--- config.mk ---
export PLATFORM = sky130hd
export DESIGN_NAME = if_id_skid
export DESIGN_NICKNAME = d
export VERILOG_FILES = /design/src/rtl/if_id_skid.sv
export SDC_FILE = /design/constraint.sdc
export NUM_CORES = 1
export LEC_CHECK = 0
export CAP_MARGIN = 20
export CORE_UTILIZATION = 40
export DETAILED_ROUTE_END_ITERATION = 12
export PLACE_DENSITY = 0.66
export SYNTH_ARGS = -nofsm -noshare
export SYNTH_HDL_FRONTEND = slang
export SYNTH_SLANG_ARGS = --single-unit
export TNS_END_PERCENT = 10
--- constraint.sdc ---
create_clock -name clk -period 1.6 [get_ports clk]
set_clock_uncertainty 0.1 [all_clocks]
set_input_delay 0.24 -clock clk [delete_from_list [all_inputs] [get_ports clk]]
set_output_delay 0.24 -clock clk [all_outputs]
set_load 0.02 [all_outputs]
--- src/rtl/if_id_skid.sv ---
// Fetch-to-decode pipeline register built as a 2-entry skid buffer with
// valid/ready handshakes on both sides, synchronous flush and a NOP when empty.
module if_id_skid #(
  parameter int unsigned          INS_W    = 32,
  parameter int unsigned          ADDR_W   = 32,
  parameter logic [INS_W-1:0]     NOP_INS  = INS_W'(32'h0000_0013),
  parameter logic [ADDR_W-1:0]    ADDR_RST = '0
) (
  input  logic              clk,
  input  logic              rst,
  input  logic [INS_W-1:0]  ins_i,
  input  logic [ADDR_W-1:0] ins_addr_i,
  input  logic              in_valid,
  output logic              in_ready,
  input  logic              flush,
  output logic [INS_W-1:0]  ins_o,
  output logic [ADDR_W-1:0] ins_addr_o,
  output logic              out_valid,
  input  logic              out_ready,
  output logic [1:0]        count_o
);

  logic [INS_W-1:0]  h_ins_q, h_ins_d, s_ins_q, s_ins_d;
  logic [ADDR_W-1:0] h_addr_q, h_addr_d, s_addr_q, s_addr_d;
  logic [1:0]        count_q, count_d;
  logic              push, pop;

  // Handshake outputs depend on registered count only.
  always_comb begin
    in_ready   = (count_q != 2'd2);
    out_valid  = (count_q != 2'd0);
    ins_o      = out_valid ? h_ins_q  : NOP_INS;
    ins_addr_o = out_valid ? h_addr_q : ADDR_RST;
    count_o    = count_q;
    push       = in_valid & in_ready;
    pop        = out_valid & out_ready;
  end

  always_comb begin
    h_ins_d  = h_ins_q;
    h_addr_d = h_addr_q;
    s_ins_d  = s_ins_q;
    s_addr_d = s_addr_q;
    count_d  = count_q;
    if (flush) begin
      // Held and incoming entries are dropped; a same-cycle pop is simply consumed.
      count_d = 2'd0;
    end else begin
      case (count_q)
        2'd0: begin
          if (push) begin
            h_ins_d  = ins_i;
            h_addr_d = ins_addr_i;
            count_d  = 2'd1;
          end
        end
        2'd1: begin
          if (push && pop) begin
            h_ins_d  = ins_i;
            h_addr_d = ins_addr_i;
          end else if (push) begin
            s_ins_d  = ins_i;
            s_addr_d = ins_addr_i;
            count_d  = 2'd2;
          end else if (pop) begin
            count_d = 2'd0;
          end
        end
        2'd2: begin
          if (pop) begin
            h_ins_d  = s_ins_q;
            h_addr_d = s_addr_q;
            count_d  = 2'd1;
          end
        end
        default: count_d = 2'd0;
      endcase
    end
  end

  always_ff @(posedge clk) begin
    if (!rst) begin
      h_ins_q  <= NOP_INS;
      h_addr_q <= ADDR_RST;
      s_ins_q  <= NOP_INS;
      s_addr_q <= ADDR_RST;
      count_q  <= 2'd0;
    end else begin
      h_ins_q  <= h_ins_d;
      h_addr_q <= h_addr_d;
      s_ins_q  <= s_ins_d;
      s_addr_q <= s_addr_d;
      count_q  <= count_d;
    end
  end

endmodule

# == After elaboration in Yosys (flattened, before gate mapping) ==
# Cells that the tools add are included.
# word_totals
reg_bits,130
out_inout_bits,68
# op_classes
eq_ne,8
n_mux,16
bitwise,5
reduce_logical,8
# ops
op,n
two-way mux 32 bit,8
case mux 32 bit (3 select lines),2
two-way mux 2 bit,5
!= test 2 bit (second input constant),5
AND reduction 4 bit,2
case mux 2 bit (3 select lines),1
AND reduction 5 bit,1
!= test 3 bit (second input constant),1
inverter 1 bit,3
nonzero test 3 bit,1
bitwise AND 1 bit,2
== test 2 x 1 -> 1 bit (second input constant),1
== test 2 bit (second input constant),1
zero test 2 bit,1
nonzero test 2 bit,1
OR reduction 2 bit,1
logical AND 1 bit,1

# == Longest topological paths before layout ==
# depth
word_depth,6
depth_mapped,6

# == Least setup slack after synthesis ==
# OpenSTA, ideal clock, no wires.
# synth_timing
path_kind,register to output
start,"register count_q[1], in the netlist count_o[1]"
end,output port ins_addr_o[0]
arrival_ns,1.350
required_time_ns,1.260
slack_ns,-0.090
path_stages_with_launch,5
path_buffers,2
cell_sequence,dfxtp_1 nor2_1 clkbuf_1 clkbuf_1 nor2b_1
# synth_between
elab_chain_len,2
# synth_lines
element,line_no,source
start: declaration,25,"logic [1:0] count_q, count_d;"
start signal: assignment,93,count_q <= count_d;
nonzero test 2 bit,31,out_valid = (count_q != 2'd0);
two-way mux 32 bit,33,ins_addr_o = out_valid ? h_addr_q : ADDR_RST;
end: declaration,17,"output logic [ADDR_W-1:0] ins_addr_o,"
# Every way passes these cells.

# == Worst setup path after layout ==
# layout_timing
start,"register count_q[1], in the netlist count_o[1]"
end,output port ins_o[4]
# layout_between
elab_chain_len,2
# layout_lines
element,line_no,source
nonzero test 2 bit,31,
two-way mux 32 bit,32,ins_o = out_valid ? h_ins_q : NOP_INS;
end: declaration,16,"output logic [INS_W-1:0] ins_o,"
# Every way passes these cells.

==> impl_metrics.yaml <==
cells_and_area:
  final_nets: 881
  drive_above_1_share: 0.278
  utilization: 0.619
  area_growth_pct: 49.3
  diodes: 0
  fin_cells: 1005
  fill_cells: 1174
sta:
  period_share: 1.13
  tightest_slew_ns: 0.412
  fin_crit_ns: 1.81
  setup_viol_count_final: 188
  layout_setup_ws_ns: -0.205
  fin_setup_tns_ns: -15.99
  rsz0062_at_grt: "yes"
  finalHoldViolCount: 0
  max_slew_margin: 0.723
  fmax_ghz: 0.554
  slew_violations: 0
synthesis:
  synth_compound_area_frac: 0.210
  ys_warn_count: 0
  synth_xor_area_frac: 0
  ys_ff_latch: 130
  synthMuxAreaShare: 0.113
  netlist_area_sq_um: 5790
  yosys.area.top_type: "dfxtp_1"
  synthAdderAreaFrac: 0
  ys_types: 29
  avgSynthCellArea_sq_um: 8.67
  syn-num-nets: 737
  synthTopCellsByArea: "dfxtp_1 (45%), a21oi_1 (11%), mux2i_1 (11%)"
  syn_inst: 668
  ys_seq_area_frac: 0.449
  synth_top_family_by_area: "compound AO/OA/AOI/OAI gates"
  synth_top_area_share: 0.449
  synth-simple-area-share: 0.170
worst_setup_path:
  cp_max_fo: 7
  worstSetupEndpointType: "primary output"
  worst_ep_required_time_ns: 1.26
  worstSetupPathType: "flop to primary output"
  cp-start-kind: "flop"
  crit_arrival_ns: 1.47
placement:
  dp_hpwl_um: 10100
  gp_congestion: 0.781
  dp.cells: 958
  portBuffers: 136
global_routing:
  grt_pass1_vias: 5093
  grt_max_degree: 46
  grt_pass1_wl_um: 25500
  grt_usage: 0.219
  overflow: 0
  antenna_found_initial: 0
route:
  wl_per_cell_um: 16.8
  vias: 5463
  drcViolationCount: 0
  drt_wl_total_um: 16900
  drtPass1Iterations: 4
  viasPerCell: 5.44
  final_antenna_net_count: 0
  drtIter0Drc: 381
pwr:
  vdd_drop_max_uv: 607
  total_power_w: 0.00840
  p_per_area_nw_per_um2: 971
  power_leakage_nw: 3.54
  netSwitchingFraction: 0.246
  p_clk_frac: 0.454
  power.switching_w: 0.00207
  p_int_w: 0.00633
  power_frac_seq: 0.409
  combinationalPowerShare: 0.137
status:
  status: "complete, but fails checks"
  violations: "setup timing"
cts:
  path_clk_slew_ns: 0.06
  cts_sinks: 130
  clockBufferDepth: 2
  numCtsBuffers: 17
  ctsHoldBuffers: 0
  clockRootBuffer: "clkbuf_16"
  h-tree-depth: 4
  worstSkewPairLatency_ns: 0.42
  cts_tree: "yes"
die:
  die-area_sq_um: 15000
  num_io_pins: 137
  die_x_um: 122
  fp.coreArea_sq_um: 14000
  die_h_um: 122
  rows: 43
  start_util: 0.414
hold_path:
  min_path_type: "primary input to flop"
job:
  cap_viol_max_count: 0
-- final timing paths --
| check | start | to | slack (ns) | cells after the start |
|---|---|---|---|---|
| min reg2reg | s_ins_q[9] | s_ins_q[9] | 0.35 | 2 |
| max reg2reg | count_o[1] | h_addr_q[0] | -0.15 | 7 |
| max | count_o[1] | ins_o[4] | -0.21 | 5 |
| min | ins_addr_i[21] | s_addr_q[21] | 0.28 | 3 |
-- registers in the layout, indices dropped and copies added (netlist names) --
signal,count
h_addr_q,32
h_ins_q,32
s_addr_q,32
s_ins_q,32
count_o,2
-- cells in the final DEF, fill, tap and decap left out, drive strengths merged, types with 4 or more instances in the layout --
cell type        n
o21ai            4
dfxtp          130
a311oi          61
a21oi          126
clkinv           6
buf            117
nor3             4
inv              4
nand2          129
mux2i           62
nor2b           63
nand3            4
clkdlybuf4s50   68
clkbuf          26
-- worst max-delay path: stages, from the launching register on --
cell,delay [ns]
dfxtp_2,0.35
nor2_4,0.05
buf_12,0.14
buf_12,0.14
or2_4,0.22
buf_6,0.13
-- metrics by stage --
stage	setup slack (ns)	hold slack [ns]	cell area, sq um
global route	-0.238	0.296	8650
detailed placement	-0.392	0.346	7600
global placement	-0.335	0.340	7600
CTS	-0.244	0.282	8360
finish	-0.205	0.284	8650
floorplan	-0.0707	0.212	5800
-- area by class of cell --
cell class | count | area (sq um) | share of cell area
repair buffers | 192 | 2050 | 0.237
multi-input cells | 468 | 3160 | 0.366
clock inverters | 12 | 133 | 0.0153
well taps | 180 | 225 | 0.0260
clock buffers | 20 | 457 | 0.0528
inverters | 3 | 16.3 | 0.00188
flip-flops and latches | 130 | 2610 | 0.301
-- power by group through the flow --
stage	clock, W	sequential [W]	combinational, W
finish	0.00382	0.00343	0.00115
global route	0.00405	0.00345	0.00123
CTS	0.00388	0.00343	0.00104
detailed placement	0	0.00350	0.000961
global placement	0	0.00350	0.000937
floorplan	0	0.00348	0.000509
-- repair_timing --
action	in CTS	in global routing
setup buffers	3	6
pin swaps	39	18
gates resized for setup	375	60
gates cloned	3	5
setup endpoints to repair	194	196
-- synth_stat cells --
| library cell | n |
|---|---|
| dfxtp_1 | 130 |
| nand2_1 | 129 |
| a21oi_1 | 126 |
| mux2i_1 | 62 |
| nor2b_1 | 62 |
| a311oi_1 | 61 |
| clkbuf_1 | 38 |
| buf_2 | 22 |
| buf_6 | 5 |
| nand3_1 | 4 |
| mux2_2 | 3 |
| nand2b_1 | 3 |
| nor3_1 | 3 |
| o21ai_0 | 3 |
| or2_2 | 3 |
| a2111oi_0 | 1 |
| a21boi_0 | 1 |
| and3_1 | 1 |
| buf_1 | 1 |
| clkbuf_4 | 1 |
| clkinv_1 | 1 |
| inv_1 | 1 |
| inv_2 | 1 |
| nand3b_1 | 1 |
| nor2_1 | 1 |
| nor2b_2 | 1 |
| nor3_4 | 1 |
| o21ai_4 | 1 |
| o22ai_1 | 1 |
-- cells by family after synthesis --
kind of cell	Yosys count
AND/OR/NAND/NOR	209
AO/OA/AOI/OAI	194
multiplexers	65
buffers and inverters	70
flip-flops	130
-- layer usage --
| metal | wire [um] | GRT usage | share of wire |
|---|---|---|---|
| met4 | 267 | 0.0877 | 0.016 |
| met2 | 8610 | 0.365 | 0.51 |
| met1 | 7200 | 0.274 | 0.43 |
| met5 | 0 | 0 | 0 |
| met3 | 849 | 0.0465 | 0.050 |
Note: power is estimated with default switching activity, not from simulation.
